**config.mk**
```make
export PLATFORM = sky130hd
export DESIGN_NAME = pipe_hazard_ctrl
export DESIGN_NICKNAME = d
export VERILOG_FILES = /design/src/rtl/pipe_pkg.sv /design/src/rtl/hazard_fwd_unit.sv /design/src/rtl/pipe_hazard_ctrl.sv
export SDC_FILE = /design/constraint.sdc
export NUM_CORES = 1
export LEC_CHECK = 0
export CAP_MARGIN = 20
export CORE_ASPECT_RATIO = 0.5
export CORE_MARGIN = 5
export CORE_UTILIZATION = 48
export DETAILED_ROUTE_END_ITERATION = 16
export GPL_TIMING_DRIVEN = 0
export PLACE_DENSITY = 0.87
export SLEW_MARGIN = 20
export SYNTH_ARGS = -nofsm -noshare
export SYNTH_HDL_FRONTEND = slang
export SYNTH_SLANG_ARGS = --single-unit
```
**constraint.sdc**
```tcl
create_clock -name clk -period 4 [get_ports clk]
set_input_delay 0.8 -clock clk [delete_from_list [all_inputs] [get_ports clk]]
set_output_delay 0.8 -clock clk [all_outputs]
set_load 0.02 [all_outputs]
```
**src/rtl/pipe_pkg.sv**
```systemverilog
// Shared types and constants for the 5-stage pipeline controller.
package pipe_pkg;

    typedef enum logic [1:0] {
        ST_IDLE   = 2'b00,
        ST_RUN    = 2'b01,
        ST_DRAIN  = 2'b10,
        ST_HALTED = 2'b11
    } pipe_state_t;

    localparam logic [1:0] FWD_RF    = 2'b00;
    localparam logic [1:0] FWD_EXMEM = 2'b01;
    localparam logic [1:0] FWD_MEMWB = 2'b10;

    // Bit positions in stage_valid
    localparam int STG_IFID  = 0;
    localparam int STG_IDEX  = 1;
    localparam int STG_EXMEM = 2;
    localparam int STG_MEMWB = 3;

endpackage

```
**src/rtl/hazard_fwd_unit.sv**
```systemverilog
// Combinational register-compare logic: load-use and RAW stall detection plus
// EX-stage forwarding selects.
module hazard_fwd_unit
    import pipe_pkg::*;
#(
    parameter int REG_ADDR_W = 3,
    parameter bit FWD_EN     = 1'b1
) (
    input  logic                  id_valid,
    input  logic                  ex_valid,
    input  logic                  mem_valid,
    input  logic                  wb_valid,
    input  logic [REG_ADDR_W-1:0] id_src_a,
    input  logic [REG_ADDR_W-1:0] id_src_b,
    input  logic                  id_use_a,
    input  logic                  id_use_b,
    input  logic [REG_ADDR_W-1:0] ex_src_a,
    input  logic [REG_ADDR_W-1:0] ex_src_b,
    input  logic [REG_ADDR_W-1:0] ex_dst,
    input  logic                  ex_wr,
    input  logic                  ex_mem_rd,
    input  logic [REG_ADDR_W-1:0] mem_dst,
    input  logic                  mem_wr,
    input  logic [REG_ADDR_W-1:0] wb_dst,
    input  logic                  wb_wr,
    output logic                  load_use,
    output logic                  raw_stall,
    output logic [1:0]            fwd_a,
    output logic [1:0]            fwd_b
);

    logic ex_live, mem_live, wb_live;
    logic id_hit_ex, id_hit_mem;

    // A producer only counts when its stage holds a real instruction that writes.
    assign ex_live  = ex_valid  & ex_wr;
    assign mem_live = mem_valid & mem_wr;
    assign wb_live  = wb_valid  & wb_wr;

    assign id_hit_ex  = (id_use_a & (id_src_a == ex_dst))  | (id_use_b & (id_src_b == ex_dst));
    assign id_hit_mem = (id_use_a & (id_src_a == mem_dst)) | (id_use_b & (id_src_b == mem_dst));

    assign load_use  = id_valid & ex_live & ex_mem_rd & id_hit_ex;
    // Write-through regfile: a MEM/WB producer is never a hazard.
    assign raw_stall = !FWD_EN & id_valid & ((ex_live & id_hit_ex) | (mem_live & id_hit_mem));

    always_comb begin
        fwd_a = FWD_RF;
        fwd_b = FWD_RF;
        if (FWD_EN) begin
            if (mem_live && (ex_src_a == mem_dst))     fwd_a = FWD_EXMEM;
            else if (wb_live && (ex_src_a == wb_dst))  fwd_a = FWD_MEMWB;
            if (mem_live && (ex_src_b == mem_dst))     fwd_b = FWD_EXMEM;
            else if (wb_live && (ex_src_b == wb_dst))  fwd_b = FWD_MEMWB;
        end
    end

endmodule

```
**src/rtl/pipe_hazard_ctrl.sv**
```systemverilog
// Pipeline controller: run/drain/halt FSM, per-register enables and flushes,
// stage valid tracking and saturating performance counters.
module pipe_hazard_ctrl
    import pipe_pkg::*;
#(
    parameter int REG_ADDR_W = 3,
    parameter int CNT_W      = 32,
    parameter bit FWD_EN     = 1'b1
) (
    input  logic                  clk,
    input  logic                  rst,
    input  logic                  start,
    input  logic                  halt_req,
    input  logic [REG_ADDR_W-1:0] id_src_a,
    input  logic [REG_ADDR_W-1:0] id_src_b,
    input  logic                  id_use_a,
    input  logic                  id_use_b,
    input  logic [REG_ADDR_W-1:0] ex_src_a,
    input  logic [REG_ADDR_W-1:0] ex_src_b,
    input  logic [REG_ADDR_W-1:0] ex_dst,
    input  logic                  ex_wr,
    input  logic                  ex_mem_rd,
    input  logic [REG_ADDR_W-1:0] mem_dst,
    input  logic                  mem_wr,
    input  logic [REG_ADDR_W-1:0] wb_dst,
    input  logic                  wb_wr,
    input  logic                  branch_taken,
    input  logic                  mem_busy,
    output logic                  pc_en,
    output logic                  ifid_en,
    output logic                  idex_en,
    output logic                  exmem_en,
    output logic                  memwb_en,
    output logic                  ifid_flush,
    output logic                  idex_flush,
    output logic [1:0]            fwd_a,
    output logic [1:0]            fwd_b,
    output logic [3:0]            stage_valid,
    output logic [1:0]            state,
    output logic [CNT_W-1:0]      cycle_cnt,
    output logic [CNT_W-1:0]      stall_cnt,
    output logic [CNT_W-1:0]      retire_cnt
);

    localparam logic [CNT_W-1:0] CNT_ONE = {{(CNT_W-1){1'b0}}, 1'b1};

    pipe_state_t st, st_nxt;
    logic [3:0]  vld;
    logic        load_use, raw_stall;
    logic        active, halt_go, br_go, drain_ctl, stall_go;

    hazard_fwd_unit #(.REG_ADDR_W(REG_ADDR_W), .FWD_EN(FWD_EN)) u_hzd (
        .id_valid (vld[STG_IFID]),
        .ex_valid (vld[STG_IDEX]),
        .mem_valid(vld[STG_EXMEM]),
        .wb_valid (vld[STG_MEMWB]),
        .id_src_a (id_src_a),
        .id_src_b (id_src_b),
        .id_use_a (id_use_a),
        .id_use_b (id_use_b),
        .ex_src_a (ex_src_a),
        .ex_src_b (ex_src_b),
        .ex_dst   (ex_dst),
        .ex_wr    (ex_wr),
        .ex_mem_rd(ex_mem_rd),
        .mem_dst  (mem_dst),
        .mem_wr   (mem_wr),
        .wb_dst   (wb_dst),
        .wb_wr    (wb_wr),
        .load_use (load_use),
        .raw_stall(raw_stall),
        .fwd_a    (fwd_a),
        .fwd_b    (fwd_b)
    );

    // Accepting HLT already applies drain controls, so the HLT in IF/ID turns
    // into a bubble and the held PC points past it.
    assign active    = (st == ST_RUN) || (st == ST_DRAIN);
    assign halt_go   = (st == ST_RUN) && halt_req && !branch_taken;
    assign br_go     = (st == ST_RUN) && !mem_busy && branch_taken;
    assign drain_ctl = !mem_busy && ((st == ST_DRAIN) || halt_go);
    assign stall_go  = (st == ST_RUN) && !mem_busy && !branch_taken && !halt_go
                       && (load_use || raw_stall);

    always_ff @(posedge clk or posedge rst) begin
        if (rst) st <= ST_IDLE;
        else     st <= st_nxt;
    end

    always_comb begin
        st_nxt     = st;
        pc_en      = 1'b0;
        ifid_en    = 1'b0;
        idex_en    = 1'b0;
        exmem_en   = 1'b0;
        memwb_en   = 1'b0;
        ifid_flush = 1'b0;
        idex_flush = 1'b0;

        case (st)
            ST_IDLE, ST_HALTED: if (start) st_nxt = ST_RUN;
            ST_RUN:             if (halt_go) st_nxt = ST_DRAIN;
            ST_DRAIN:           if (vld[3:1] == 3'b000 && !mem_busy) st_nxt = ST_HALTED;
            default:            st_nxt = ST_IDLE;
        endcase

        if (active && !mem_busy) begin
            {ifid_en, idex_en, exmem_en, memwb_en} = 4'b1111;
            if (br_go) begin
                pc_en      = 1'b1;
                ifid_flush = 1'b1;
                idex_flush = 1'b1;
            end else if (drain_ctl) begin
                ifid_flush = 1'b1;
                idex_flush = 1'b1;
            end else if (stall_go) begin
                ifid_en    = 1'b0;
                idex_flush = 1'b1;
            end else begin
                pc_en = 1'b1;
            end
        end
    end

    always_ff @(posedge clk or posedge rst) begin
        if (rst) begin
            vld <= 4'b0000;
        end else if (active && !mem_busy) begin
            vld[STG_MEMWB] <= vld[STG_EXMEM];
            vld[STG_EXMEM] <= vld[STG_IDEX];
            vld[STG_IDEX]  <= (br_go || stall_go || drain_ctl) ? 1'b0 : vld[STG_IFID];
            vld[STG_IFID]  <= (br_go || drain_ctl) ? 1'b0 : (stall_go ? vld[STG_IFID] : 1'b1);
        end
    end

    // Counters stick at all-ones rather than wrapping.
    always_ff @(posedge clk or posedge rst) begin
        if (rst) begin
            cycle_cnt  <= '0;
            stall_cnt  <= '0;
            retire_cnt <= '0;
        end else begin
            if (active && !(&cycle_cnt))
                cycle_cnt <= cycle_cnt + CNT_ONE;
            if (active && (mem_busy || stall_go) && !(&stall_cnt))
                stall_cnt <= stall_cnt + CNT_ONE;
            if (vld[STG_MEMWB] && !mem_busy && !(&retire_cnt))
                retire_cnt <= retire_cnt + CNT_ONE;
        end
    end

    assign stage_valid = vld;
    assign state       = st;

endmodule

```
Yosys cells after proc, flatten, opt, wreduce, memory -nomap -nowiden
Index checks and enable logic that the tools add are counted.
{ "word_totals": {"mem_bits_rw": 0, "inputBits": 33, "word_cells": 96, "mem_count": 0, "latchBits": 0, "romBits": 0, "regBits": 102, "output_inout_bits": 113} }
{ "classes": {"reduce_logical": 39, "div_mod_pow": 0, "eq_ne": 13, "shifts": 0, "n_addsub": 3, "mul": 0, "mux": 26, "n_lt_le_gt_ge": 0, "bitwise": 9} }
{ "ops": {"columns": ["op", "n"], "rows": [
  ["$add 32x1->32 const B", 3],
  ["$reduce_and 32->1", 3],
  ["$logic_and 1x1->1", 19],
  ["$eq 3x3->1", 6],
  ["$mux 1", 18],
  ["$mux 2", 7],
  ["$and 1x1->1", 8],
  ["$logic_not 1->1", 6],
  ["$logic_or 1x1->1", 6],
  ["$pmux 2 s3", 1],
  ["$eq 2x2->1 const B", 2],
  ["$ne 2x1->1 const B", 2],
  ["$ne 2x2->1 const B", 2],
  ["$logic_not 3->1", 1],
  ["$reduce_and 3->1", 1],
  ["$eq 2x1->1 const B", 1],
  ["$logic_not 2->1", 1],
  ["$reduce_and 2->1", 1],
  ["$reduce_or 2->1", 1],
  ["$or 1x1->1", 1]
]} }

Longest topological paths before layout
{ "depth": {"depth_word": 10, "ltp_mapped": 8, "mapped_depth_nobuf": 7} }

By module
Synthesis repeated with hierarchy kept, for this count alone.
{ "unflattened": {"cells_unflattened": 512, "hier_area_um2": 5338.9} }
{ "modules_own_cells": {"columns": ["module", "cells_per_inst", "area_per_inst_um2", "n_inst", "seq_area_each_um2"], "rows": [
  ["pipe_hazard_ctrl", 481, 5082.4, 1, 2552.4],
  ["hazard_fwd_unit", 31, 256.5, 1, 0.0]
]} }

Worst setup path after synthesis
No wires, ideal clock.
{ "synth_timing": {"kind": "input-to-output", "start": "input ex_src_a[2]", "end": "output fwd_a[1]", "path_buffers": 0, "arrival_ns": 2.046, "stages": 3, "t_required_ns": 3.200, "setup_slack_ns": 1.154, "cell_sequence": "xor2_1 nor4_1 nor4_1"} }
{ "synth_via": {"elab_chain_len": 4} }
{ "synth_rtl": {"columns": ["element", "line_no", "text"], "rows": [
  ["start: declaration", "pipe_hazard_ctrl.sv:18", "input logic [REG_ADDR_W-1:0] ex_src_a,"],
  ["$eq 3x3->1", "hazard_fwd_unit.sv:52", "else if (wb_live && (ex_src_a == wb_dst)) fwd_a = FWD_MEMWB;"],
  ["$logic_and 1x1->1", "hazard_fwd_unit.sv:52", null],
  ["$mux 2", "hazard_fwd_unit.sv:52", null],
  ["$mux 2 *", "hazard_fwd_unit.sv:51", "if (mem_live && (ex_src_a == mem_dst)) fwd_a = FWD_EXMEM;"],
  ["end: declaration", "pipe_hazard_ctrl.sv:36", "output logic [1:0] fwd_a,"]
]} }
Mark *: on every way between the ends. The rest lies on a longest branch, timed or not.

Final worst setup path
{ "layout_timing": {"start": "input branch_taken", "end": "output idex_flush"} }
{ "layout_via": {"elab_chain_len": 9} }
{ "layout_rtl": {"columns": ["element", "line_no", "text"], "rows": [
  ["start: declaration", "pipe_hazard_ctrl.sv:27", "input logic branch_taken,"],
  ["$logic_not 1->1", "pipe_hazard_ctrl.sv:79, pipe_hazard_ctrl.sv:82", null],
  ["$logic_and 1x1->1", "pipe_hazard_ctrl.sv:79", "assign halt_go = (st == ST_RUN) && halt_req && !branch_taken;"],
  ["$logic_not 1->1", "pipe_hazard_ctrl.sv:82", "assign stall_go = (st == ST_RUN) && !mem_busy && !branch_taken && !halt_go"],
  ["$logic_and 1x1->1", "pipe_hazard_ctrl.sv:82", null],
  ["$logic_and 1x1->1", "pipe_hazard_ctrl.sv:83", "&& (load_use || raw_stall);"],
  ["$mux 1", "pipe_hazard_ctrl.sv:116", "end else if (stall_go) begin"],
  ["$mux 1", "pipe_hazard_ctrl.sv:113", "end else if (drain_ctl) begin"],
  ["$mux 1 *", "pipe_hazard_ctrl.sv:109", "if (br_go) begin"],
  ["$mux 1 *", "pipe_hazard_ctrl.sv:107", "if (active && !mem_busy) begin"],
  ["end: declaration", "pipe_hazard_ctrl.sv:35", "output logic idex_flush,"]
]} }
Marks and branches as above.

==> run metrics <==
status=finished clean; skew final=0.00750 ns; TritonCTS clock tree=yes; Layout area overhead=37.6%; post-CTS sizing=0; Buffers on Ports=145; GRT overflow=0; largest net degree at the start of global routing=74; drt first pass iters=7; YS warnings=0; final WL=13,100 µm; clk slew on worst S/H paths=0.07 ns; r2r setup slk=1.71 ns; Hold Fails Final Rpt=0; Via-to-Cell Ratio=5.40; most frequent CP cell=clkdlybuf4s50_1; VDD IR max=0.313 mV; net switching power=1.16 mW; CP Buf/Inv Count=2; CP Cell Sequence=clkdlybuf4s50_1 -> or2_1 -> nor4b_2 -> o21a_1 -> nor2_1 -> nor3_1 -> clkdlybuf4s50_1; DRC=0; hold_ws=0.491 ns; initial antenna violation count=0; H-tree depth=3; Max Cap Viol=0; PwrDens=461 nW/µm²; fin crit share=between 90% and 100%; sequential power share=40.1%; mapped cell area=5170 µm²; Max Clock Freq=271 MHz; Startpoint Class=input pin; Final WS setup=0.313 ns; TritonCTS Buffers=9; die area=13,100 µm²; Synth top cells by count=102 x dfrtp_1, 73 x xnor2_1, 44 x nand3_1; Worst-Margin Slew=0.742 ns; Syn Inst Count=488; syn_area_per_cell=between 10 and 15 µm²; DR vias=approximately 4,300; worst-path cell with the longest stage delay=clkdlybuf4s50_1; final core occ=between 60 and 70%; first-pass GRT wire length=22,300 µm; CP top delay family=buffers and inverters; clk_lat worst skew=0.34 ns; Critical Path RT=between 3 and 4 ns; antenna viol nets, final=0; Synth area leaders=dfrtp_1 49%, xnor2_1 12%, xor2_1 6.4%; Pleak=roughly 3.0 nW; Comb pwr share=34.5%; sequential share of the synthesized area=49.4%; Critical Setup Path Class=in2out; TritonCTS Sinks=between 100 and 150; Final TNS setup=0 ns; number of synthesized flops with an enable pin=0; Synth Register Bits=102; RSZ-0062 raised after global routing=no; Synth top area share=49.4%; final net count=683; clk buf depth=2; Setup WS pre-CTS=0.337 ns; Final HPWL DP=9810 µm; sw frac=a little over a third; clock power share=25.4%; top_reg_cell synth=dfrtp_1; Top Ports=146; Slew Viols, Final=0; vias in the first global route=4,447; CTS Hold Bufs=0; Post-CTS Setup Inserts=0; Core ar.=slightly above 10,000 µm²; minimum clock period=3.69 ns; most frequent cell after synthesis=dfrtp_1; Detailed Route Iter0 Violations=roughly 210; Slew headroom=approximately 50%; CTS root buffer=clkbuf_16; row count=26; Total GRT Usage=around a fifth; Hold Path Class=reg2reg; Power Internal=2.12 mW; final setup vio count=0; Post-synth ARST share=between 90% and 100%; Die Y=83.4 µm; # diodes=0; Die X=157 µm; Yosys top cell by area=dfrtp_1; starting density of the core=50.0%; Yosys cell types=46; fraction of layout instances using a drive strength above 1=6.77%; Max FO, Critical Path=3; Synth Net Count=526; Worst EP arrival=2.89 ns; WL/cell=16.6 µm; GP Congestion=0.851; worst stage delay on the critical path=approximately 0.66 ns; critical path endpoint category=output pin
## layout by cell type, fill, tap and decap left out, types with 2 or more instances in the layout
cell | Yosys | final
clkdlybuf4s50_1 | 0 | 145
dfrtp_1 | 102 | 102
xnor2_1 | 73 | 73
nand3_1 | 44 | 44
xor2_1 | 38 | 38
nand2_1 | 37 | 37
nor2_1 | 33 | 33
nand4_1 | 32 | 32
and3_1 | 15 | 15
and4_1 | 12 | 12
nor3_1 | 12 | 12
nor4_1 | 9 | 9
clkbuf_16 | 0 | 9
inv_1 | 9 | 8
buf_4 | 8 | 8
and2_1 | 8 | 8
mux2_2 | 5 | 5
ha_1 | 5 | 5
a21oi_1 | 4 | 4
clkbuf_1 | 2 | 3
buf_2 | 3 | 3
or4_1 | 3 | 3
nand2b_1 | 3 | 3
nor2b_1 | 3 | 3
inv_6 | 0 | 3
and3_4 | 2 | 2
buf_6 | 2 | 2
o21a_1 | 2 | 2
a31oi_1 | 2 | 2
clkinv_4 | 0 | 2
## power groups by stage
stage	combinational (mW)	clock, mW	sequential (mW)
floorplan	0.552	0	1.41
global route	1.22	0.892	1.33
finish	1.13	0.834	1.32
global placement	1.10	0	1.32
detailed placement	1.13	0	1.33
CTS	1.14	0.851	1.31
## state kept, by name, summed over array words and instances, names as in the netlist
signal / count
stage_valid: 4
stall_cnt: 32
retire_cnt: 32
cycle_cnt: 32
state: 2
## path summary, 6_finish.rpt
path,start,end,depth (start not counted)
min,cycle_cnt[12],cycle_cnt[12],1
min in group asynchronous,rst,retire_cnt[5],2
min reg2reg,cycle_cnt[12],cycle_cnt[12],1
max,branch_taken,idex_flush,7
max in group asynchronous,rst,cycle_cnt[9],3
max reg2reg,stall_cnt[0],stall_cnt[31],8
## worst register-to-register path: stages (launching register included)
cell and delay [ns]:
dfrtp_1 0.46, ha_1 0.25, nand3_1 0.17, and4bb_2 0.30, a41o_1 0.25, a21oi_2 0.14, buf_2 0.27, nand4_1 0.16
xnor2_1 0.18
## per-stage QoR
step                std cells  cell area, µm²  power (mW)
finish                    790            7110        3.28
global route              790            7110        3.45
global placement          773            6800        2.42
CTS                       790            7110        3.31
floorplan                 488            5170        1.96
detailed placement        774            6830        2.46
## final cells by class
class | instances | area, µm²
multi-input combinational | 362 | 2480
tap | 140 | 175
fill | 758 | 3230
buffer | 15 | 105
inverter | 9 | 38.8
clock buffer | 11 | 243
clock inverter | 5 | 42.5
timing repair buffer | 146 | 1480
sequential | 102 | 2550
## per-layer routing
| metal | up-vias | wire, µm | GRT usage (%) |
|---|---|---|---|
| li1 | 2025 | - | - |
| met1 | 2098 | 5450 | 25.3 |
| met2 | 125 | 6850 | 36.8 |
| met3 | 17 | 615 | 4.67 |
| met4 | 0 | 233 | 5.67 |
| met5 | - | 0 | 0 |
## logic make-up after synthesis
group | after synthesis | synth area share [%]
fa+ha+maj | 5 | 1.21
buf+inv | 24 | 2.69
mux | 5 | 1.09
xor+xnor | 111 | 18.8
flops | 102 | 49.4
simple gates | 224 | 23.8
compound gates | 17 | 3.05
Power figures use the tool's default switching activity.
